`src/rtl/adc_channel_arbiter_if.sv`:
```
// Requester-side bundle of adc_channel_arbiter: level requests in, tagged results out.
interface adc_channel_arbiter_if #(parameter int NUM_REQ = 3);
    logic [NUM_REQ-1:0]   req;
    logic [3*NUM_REQ-1:0] req_ch;
    logic [NUM_REQ-1:0]   res_valid;
    logic [11:0]          res_data;
    logic [2:0]           res_ch;
    logic                 busy;

    modport master (output req, req_ch, input res_valid, res_data, res_ch, busy);
    modport slave  (input req, req_ch, output res_valid, res_data, res_ch, busy);
endinterface

```
`src/rtl/adc_channel_arbiter.sv`:
```
// Round-robin sharing of one ADC128S022 among NUM_REQ requesters. The ADC returns
// frame N's data for frame N-1's address, so each result is tagged one frame late.
module adc_channel_arbiter #(
    parameter int NUM_REQ = 3
) (
    input  logic                  adc_sck,
    input  logic                  rst_n,
    adc_channel_arbiter_if.slave  rif,
    output logic                  adc_cs_n,
    output logic                  din,
    input  logic                  dout
);
    localparam int TW = (NUM_REQ > 1) ? $clog2(NUM_REQ) : 1;

    typedef enum logic {IDLE, FRAME} state_t;
    typedef struct packed {
        logic          v;
        logic [TW-1:0] tag;
        logic [2:0]    ch;
    } slot_t;

    state_t             state, state_nxt;
    logic [3:0]         bit_cnt, bit_cnt_nxt;
    logic [2:0]         addr, addr_nxt;
    slot_t              cur, cur_nxt, prev, prev_nxt;
    logic [TW-1:0]      last_grant, last_grant_nxt;
    logic [11:0]        shreg;
    logic               boundary, strobe, din_nxt;
    logic [NUM_REQ-1:0] elig;
    logic               gnt_found;
    logic [TW-1:0]      gnt_tag;
    logic [2:0]         gnt_ch;

    assign boundary = (state == FRAME) && (bit_cnt == 4'd15);
    assign strobe   = boundary && prev.v;
    assign rif.busy = (state == FRAME);

    // A requester already in flight, or being answered on this edge, must sit out.
    always_comb begin
        elig = '0;
        for (int i = 0; i < NUM_REQ; i++)
            elig[i] = rif.req[i]
                   && !(cur.v && cur.tag == TW'(i))
                   && !(strobe && prev.tag == TW'(i));
    end

    // Two descending passes, later write wins: the lowest index above last_grant
    // beats everything, otherwise the lowest index at or below it.
    always_comb begin
        gnt_found = 1'b0;
        gnt_tag   = '0;
        gnt_ch    = '0;
        for (int i = NUM_REQ - 1; i >= 0; i--)
            if (elig[i] && TW'(i) <= last_grant) begin
                gnt_found = 1'b1;
                gnt_tag   = TW'(i);
                gnt_ch    = rif.req_ch[3*i +: 3];
            end
        for (int i = NUM_REQ - 1; i >= 0; i--)
            if (elig[i] && TW'(i) > last_grant) begin
                gnt_found = 1'b1;
                gnt_tag   = TW'(i);
                gnt_ch    = rif.req_ch[3*i +: 3];
            end
    end

    always_comb begin
        state_nxt      = state;
        bit_cnt_nxt    = bit_cnt;
        addr_nxt       = addr;
        cur_nxt        = cur;
        prev_nxt       = prev;
        last_grant_nxt = last_grant;
        din_nxt        = 1'b0;
        case (state)
            IDLE: begin
                if (gnt_found) begin
                    state_nxt      = FRAME;
                    bit_cnt_nxt    = 4'd0;
                    cur_nxt        = '{v: 1'b1, tag: gnt_tag, ch: gnt_ch};
                    prev_nxt.v     = 1'b0;
                    addr_nxt       = gnt_ch;
                    last_grant_nxt = gnt_tag;
                end
            end
            FRAME: begin
                if (boundary) begin
                    prev_nxt    = cur;
                    bit_cnt_nxt = 4'd0;
                    if (gnt_found) begin
                        cur_nxt        = '{v: 1'b1, tag: gnt_tag, ch: gnt_ch};
                        addr_nxt       = gnt_ch;
                        last_grant_nxt = gnt_tag;
                    end else if (cur.v) begin
                        // Flush frame: re-send the in-flight address to clock its data out.
                        cur_nxt.v = 1'b0;
                        addr_nxt  = cur.ch;
                    end else begin
                        cur_nxt.v = 1'b0;
                        state_nxt = IDLE;
                    end
                end else begin
                    bit_cnt_nxt = bit_cnt + 4'd1;
                end
            end
            default: state_nxt = IDLE;
        endcase
        if (state_nxt == FRAME) begin
            case (bit_cnt_nxt)
                4'd2:    din_nxt = addr_nxt[2];
                4'd3:    din_nxt = addr_nxt[1];
                4'd4:    din_nxt = addr_nxt[0];
                default: din_nxt = 1'b0;
            endcase
        end
    end

    always_ff @(negedge adc_sck or negedge rst_n) begin
        if (!rst_n) begin
            state         <= IDLE;
            bit_cnt       <= 4'd0;
            addr          <= 3'd0;
            cur           <= '0;
            prev          <= '0;
            last_grant    <= TW'(NUM_REQ - 1);
            adc_cs_n      <= 1'b1;
            din           <= 1'b0;
            rif.res_valid <= '0;
            rif.res_data  <= 12'd0;
            rif.res_ch    <= 3'd0;
        end else begin
            state         <= state_nxt;
            bit_cnt       <= bit_cnt_nxt;
            addr          <= addr_nxt;
            cur           <= cur_nxt;
            prev          <= prev_nxt;
            last_grant    <= last_grant_nxt;
            adc_cs_n      <= (state_nxt != FRAME);
            din           <= din_nxt;
            rif.res_valid <= strobe ? (NUM_REQ'(1) << prev.tag) : '0;
            if (strobe) begin
                rif.res_data <= shreg;
                rif.res_ch   <= prev.ch;
            end
        end
    end

    // The 12 data bits occupy the last 12 rising edges of every frame.
    always_ff @(posedge adc_sck or negedge rst_n) begin
        if (!rst_n)
            shreg <= 12'd0;
        else if (state == FRAME && bit_cnt >= 4'd4)
            shreg <= {shreg[10:0], dout};
    end
endmodule

```
`src/flat_wrapper.sv`:
```
// flat-port wrapper written by rule: the top's interface ports become plain ports
module adc_channel_arbiter_flat 
#(
    parameter int NUM_REQ = 3
)
  (adc_sck, rst_n, adc_cs_n, din, dout, rif_req, rif_req_ch, rif_res_valid, rif_res_data, rif_res_ch, rif_busy);
  adc_channel_arbiter_if #(.NUM_REQ(NUM_REQ)) rif_i ();
  input  logic adc_sck;
  input  logic rst_n;
  output logic adc_cs_n;
  output logic din;
  input  logic dout;
  input wire logic [$bits(rif_i.req)-1:0] rif_req;
  input wire logic [$bits(rif_i.req_ch)-1:0] rif_req_ch;
  output wire logic [$bits(rif_i.res_valid)-1:0] rif_res_valid;
  output wire logic [$bits(rif_i.res_data)-1:0] rif_res_data;
  output wire logic [$bits(rif_i.res_ch)-1:0] rif_res_ch;
  output wire logic [$bits(rif_i.busy)-1:0] rif_busy;
  assign rif_i.req = rif_req;
  assign rif_i.req_ch = rif_req_ch;
  assign rif_res_valid = rif_i.res_valid;
  assign rif_res_data = rif_i.res_data;
  assign rif_res_ch = rif_i.res_ch;
  assign rif_busy = rif_i.busy;
  adc_channel_arbiter #(.NUM_REQ(NUM_REQ)) u_core (.adc_sck(adc_sck), .rst_n(rst_n), .rif(rif_i), .adc_cs_n(adc_cs_n), .din(din), .dout(dout));
endmodule
```
`config.mk`:
```
export PLATFORM = sky130hd
export DESIGN_NAME = adc_channel_arbiter_flat
export DESIGN_NICKNAME = d
export VERILOG_FILES = /design/src/rtl/adc_channel_arbiter_if.sv /design/src/rtl/adc_channel_arbiter.sv /design/src/flat_wrapper.sv
export SDC_FILE = /design/constraint.sdc
export NUM_CORES = 1
export LEC_CHECK = 0
export CAP_MARGIN = 20
export CORE_ASPECT_RATIO = 0.8
export CORE_MARGIN = 2
export CORE_UTILIZATION = 25
export DETAILED_ROUTE_END_ITERATION = 6
export REMOVE_ABC_BUFFERS = 1
export SLEW_MARGIN = 25
export SYNTH_ARGS = -nofsm -noshare
export SYNTH_HDL_FRONTEND = slang
export SYNTH_SLANG_ARGS = --single-unit
```
`constraint.sdc`:
```
create_clock -name adc_sck -period 6.92 [get_ports adc_sck]
set_clock_uncertainty 0.05 [all_clocks]
set_input_delay 1.384 -clock adc_sck [delete_from_list [all_inputs] [get_ports adc_sck]]
set_output_delay 1.384 -clock adc_sck [all_outputs]
set_load 0.03 [all_outputs]
```
==> results of run 1 <==
==> cells by family (layout without fill, tap and decap cells) <==
family          after synthesis  in the layout
flops                        54             54
compound gates               51             51
fa+ha+maj                     1              1
buf+inv                      24             79
simple gates                 85             85
mux                          29             29
==> where the power goes <==
group | internal, mW | switching, mW | total (mW) | leakage (nW)
Clock | 0.146 | 0.114 | 0.260 | 0.0880
Sequential | 0.464 | 0.125 | 0.589 | 0.651
Combinational | 0.318 | 0.316 | 0.634 | 0.781
Total | 0.928 | 0.555 | 1.48 | 1.52
==> routing by layer <==
metal  vias to the layer above  part of all wire, %  global-route usage [%]
met2                        54                   44                    16.9
met1                      1006                   49                    15.7
met5                         -                    0                       0
met4                         0                 0.96                    3.27
li1                        989                    -                       -
met3                         5                  6.2                    2.27
==> stage by stage <==
stage,setup TNS [ns],util [%],std cells
after CTS,0,33.5,439
after floorplan,0,-,233
after detailed placement,-0.294,31.9,430
final,0,33.5,439
after global routing,0,33.5,439
after global placement,-0.213,31.9,430
==> cell usage after synthesis, types with 3 or more instances <==
cell	n
and2_1	3
nand2_1	40
inv_1	13
dfrtn_1	40
o21ai_0	11
nand3_1	8
nor3_1	3
nor2_1	9
buf_2	3
clkbuf_1	6
mux2_2	28
a21o_1	5
nor2b_1	3
a21oi_1	5
a31oi_1	3
o221ai_1	3
dfrtp_1	12
==> worst paths after layout <==
path,start,end,slack [ns],cells past startpoint
worst max-delay path,rif_req[2],u_core.din,0.18,8
worst min-delay path,u_core.prev[0],u_core.prev[0],0.37,2
worst max register to register,u_core.bit_cnt[2],u_core.shreg[1],1.89,2
worst min register to register,u_core.prev[0],u_core.prev[0],0.37,2
max in group asynchronous,rst_n,u_core.last_grant[1],1.70,2
min in group asynchronous,rst_n,u_core.shreg[7],1.06,1
==> tightest hold or removal path: stages (launching register included) <==
cell and delay (ns):
dfrtn_1 0.40, nand2_1 0.05, nand2_1 0.05
==> state kept, by name, indices dropped and copies added (netlist names) <==
name                  count
u_core.prev               6
u_core.shreg             12
u_core.rif.res_valid      3
u_core.cur                6
u_core.rif.res_ch         3
u_core.adc_cs_n           1
u_core.rif.busy           1
u_core.last_grant         2
u_core.bit_cnt            4
u_core.rif.res_data      12
u_core.addr               3
u_core.din                1
==> layout make-up <==
class                   instances  area [um^2]
clock inverters                 4         22.5
fillers                      1029         6780
clock buffers                   6          139
multi-input cells             166         1160
repair buffers                 57          523
well taps                     140          175
flip-flops and latches         54         1350
inverters                      12         45.0
==> results.cfg, run 1 <==
[worst_setup_path]
setup.worst_path.class = in -> reg
arrival_ns = 3.39
crit_buf_inv = 1
slowest_delay_ns = 0.52
start_kind = input pin
crit_family = simple AND/OR/NAND/NOR gates
cp_max_fo = 7
crit_slowest_cell = or4b_1
critPathCaptureType = register
crit_path_cell_trace = clkdlybuf4s50_1, or4b_1, o211a_2, or3_4, mux2i_4, o31a_1, a21o_1, o22ai_2
required_ns = 3.56

[synthesis]
synth_compound_area_share_pct = 14.8
synth_mux_area_share_pct = 12.9
ys_warn_count = 0
synth_top_family_by_area = simple AND/OR/NAND/NOR gates
async_flop_share_pct = 100
syn_inst = 244
netlist.area_leader.share_pct = 38.3
netlist_area_um2 = 2620
synth_flop_cell = dfrtn_1
ys_seq_area_share_pct = 51.7
synthAdderAreaFrac_pct = 0.478
ys_types = 54
synth_top_area_cell = dfrtn_1
syn_area_per_cell_um2 = 10.7
ys_ff_latch = 54
synth-xor-area-share_pct = 0
synth_edf_count = 0
ys_top_cells_by_area = dfrtn_1 (38%), mux2_2 (12%), dfrtp_1 (11%), nand2_1 (5.7%), o21ai_0 (2.1%)
yosys.area_share.simple_pct = 15.9

[floorplanning]
ios = 36
rows = 33
start_util_pct = 25.7
dieArea_um2 = 11300
core_area_um2 = 10200
die_h_um = 95.5
die_x_um = 118

[power]
leakage_nw = 1.52
powerDensity_nw_per_um2 = 434
ir_drop_mv = 0.126
p_total_mw = 1.48

[final_layout]
final_cell_area_um2 = 3420
nets = 314
drive_gt1_share_pct = 25.1
final_cell_mix = nand2_1 (40), dfrtn_1 (40), clkdlybuf4s50_1 (34)
antenna_cells = 0
syn2layout_area_growth_pct = 30.8

[place]
preCtsSetupSlack_ns = -0.248
gp_congestion = 0.893
dpl.hpwl_um = 4320
dpl_cell_area_um2 = 3250
port_buffers = 35

[clock_tree]
ctsHtreeMaxLevel = 2
cts_setup_buffers = 0
clkLatencyLatePin_ns = 0.35
cts_root_buf = clkbuf_16
tritoncts = yes
cts_hold_buf = 0
clk_pin_slew_ns = 0.05
cts.repair.resized = 0
cts_sinks = 54
cts_buffer_depth = 2
cts_buffers = 5

[global_route]
antenna_found_initial = 0
gr-total-overflow = 0
grt_pass1_vias = 1988
grt_pass1_wl_um = 10100
grt_max_degree = 29
track_usage_pct = 11.0

[route]
routedWlPerCell_um = 13.3
drt_iter0_drc = 98
vias_per_cell = 4.68
drc_errors = 0
antenna_left = 0
vias = 2054
drt-total-wl_um = 5860
dr.pass1.iters = 4

[min_path]
hp-class = reg -> reg

[timing]
setup_viol = 0
maxSlewViolCount = 0
tightest_slew_ns = 0.704
rsz0062_at_grt = no
hold_ws_ns = 0.372
setup_ws_ns = 0.175
final-hold-violation-count = 0
slew_headroom_pct = 52.5

[job]
maxCapViolCount = 0

[run_status]
status = finished clean
Power figures use the tool's default switching activity.
==> inputs of run 2 (changes only) <==
--- a/config.mk
+++ b/config.mk
@@ -10,6 +10,8 @@
 export CORE_MARGIN = 2
 export CORE_UTILIZATION = 25
 export DETAILED_ROUTE_END_ITERATION = 6
+export HOLD_SLACK_MARGIN = 0.02
+export PLACE_DENSITY_LB_ADDON = 0.15
 export REMOVE_ABC_BUFFERS = 1
 export SLEW_MARGIN = 25
 export SYNTH_ARGS = -nofsm -noshare
==> run 2 against run 1 <==
Against the previous run: sequential power about the same; worst setup slack better by 0.015 ns; hold slack improved by 0.00090 ns; wire length grew 3.9%; first-iteration DRC count grew 28%; via count fell by 2.9%; design area down 0.55%; die area did not move; cell count decreased by 1.1%; sequential share of layout area grew 0.22 points; clock-buffer cell count fell by 1.
==> results.cfg, run 2 (same netlist as run 1, synthesis figures left out) <==
[worst_setup_path]
arrival_ns = 3.38
setup.worst_path.class = in -> reg
start_kind = input pin
worst_r2r_endpoint = u_core.shreg[11]
required_ns = 3.57
critPathLaunch = rif_req[2]
critPathCaptureType = register
worstReg2RegStart = u_core.bit_cnt[2]
reg2regPathDepth = 2
cp_max_fo = 7
reg2reg_slack_ns = 1.87
crit_path_end = u_core.din

[timing]
rsz0062_at_grt = no
final-hold-violation-count = 0
setup_viol = 0
tightest_slew_ns = 0.673
slew_headroom_pct = 55.0
setup_ws_ns = 0.190
maxSlewViolCount = 0

[route]
vias = 1995
vias_per_cell = 4.60
drt-total-wl_um = 6080
dr.pass1.iters = 4
drc_errors = 0
antenna_left = 0
drt_iter0_drc = 125
routedWlPerCell_um = 14.0

[clock_tree]
clkLatencyLatePin_ns = 0.36
cts_buffers = 5
cts_buffer_depth = 2
clk_pin_slew_ns = 0.05
cts_setup_buffers = 0
ctsHtreeMaxLevel = 2
cts_sinks = 54
cts_root_buf = clkbuf_16
tritoncts = yes

[floorplanning]
die_x_um = 118
start_util_pct = 25.7
core_area_um2 = 10200
ios = 36
rows = 33
die_h_um = 95.5
dieArea_um2 = 11300

[final_layout]
multi_input_comb_area_um2 = 1160
drive_gt1_share_pct = 23.8
syn2layout_area_growth_pct = 30.0
final_cells = 434
final_cell_mix = nand2_1 (40), dfrtn_1 (40), clkdlybuf4s50_1 (34)
nets = 309
largestRegisters = u_core.rif.res_data (12), u_core.shreg (12)
seq_area_um2 = 1350
final_cell_area_um2 = 3400
fillerInstances = 1070
antenna_cells = 0

[power]
p_comb_share_pct = 41.5
ir_drop_mv = 0.144
p_clk_share_pct = 19.4
intPower_mw = 0.947
powerDensity_nw_per_um2 = 443
leakage_nw = 1.50
p_total_mw = 1.51
seqPwrFrac_pct = 39.0
switchingPower_mw = 0.559
switching_share_pct = 37.1

[min_path]
holdCritStartpoint = u_core.prev[0]
hp-class = reg -> reg

[global_route]
grt_pass1_wl_um = 10100
antenna_found_initial = 0
grt_pass1_vias = 1893
grt_max_degree = 55
gr-total-overflow = 0
track_usage_pct = 11.4

[place]
port_buffers = 35
gp_congestion = 0.881
preCtsSetupSlack_ns = -0.241
dpl.hpwl_um = 4390
dpl_cell_area_um2 = 3220
dp_cells = 425

[job]
maxCapViolCount = 0

[run_status]
status = finished clean
==> run 2: changes by cell type in the layout (fill, tap and decap cells not counted), sizes merged <==
cell,change
buf,-5
bufinv,+1
clkbuf,-1
==> run 2: worst min path at each step <==
stage               cells after the start              to  slack, ns
floorplan                               2  u_core.prev[1]       0.35
global placement                        2  u_core.prev[2]       0.37
detailed placement                      2  u_core.prev[0]       0.38
CTS                                     2  u_core.prev[0]       0.38
global route                            2  u_core.prev[2]       0.40
finish                                  2  u_core.prev[0]       0.37
==> run 2: area by class of cell <==
type | count | share of cell area (%)
flip-flops and latches | 54 | 39.8
multi-input cells | 166 | 34.2
repair buffers | 52 | 14.3
well taps | 140 | 5.15
clock buffers | 5 | 3.68
clock inverters | 5 | 1.62
inverters | 12 | 1.32
==> run 2: per-layer routing <==
metal	up-vias	track usage, %	part of all wire [%]
met4	0	2.98	0.77
met2	49	16.5	41
met3	4	2.81	5.7
li1	981	-	-
met5	-	0	0
met1	961	16.7	52
==> run 2: worst max-delay path, stage by stage <==
cell and delay (ns):
clkdlybuf4s50_1 0.42, or4b_1 0.51, o211a_2 0.14, or3_4 0.39
mux2i_4 0.20, o31a_1 0.16, a21o_1 0.09, o22ai_2 0.07
==> run 2: what timing repair did <==
action	in CTS	in global routing
setup endpoints to repair	0	1
resized for setup	0	2
hold buffers	0	0
==> run 2: through the flow <==
| step | hold slack [ns] | util [%] | TNS, ns |
|---|---|---|---|
| CTS | 0.377 | 33.3 | 0 |
| finish | 0.373 | 33.4 | 0 |
| detailed placement | 0.376 | 31.5 | -0.285 |
| global placement | 0.372 | 31.5 | -0.254 |
| global route | 0.403 | 33.4 | 0 |
| floorplan | 0.352 | - | 0 |
==> run 2: power by group through the flow <==
stage          logic (mW)  clock network [mW]  registers (mW)
3_5_place_dp        0.625             0.00271           0.594
3_3_place_gp        0.622             0.00271           0.595
5_1_grt             0.679               0.320           0.612
4_1_cts             0.627               0.303           0.588
2_1_floorplan       0.337             0.00271           0.644
6_report            0.625               0.293           0.588
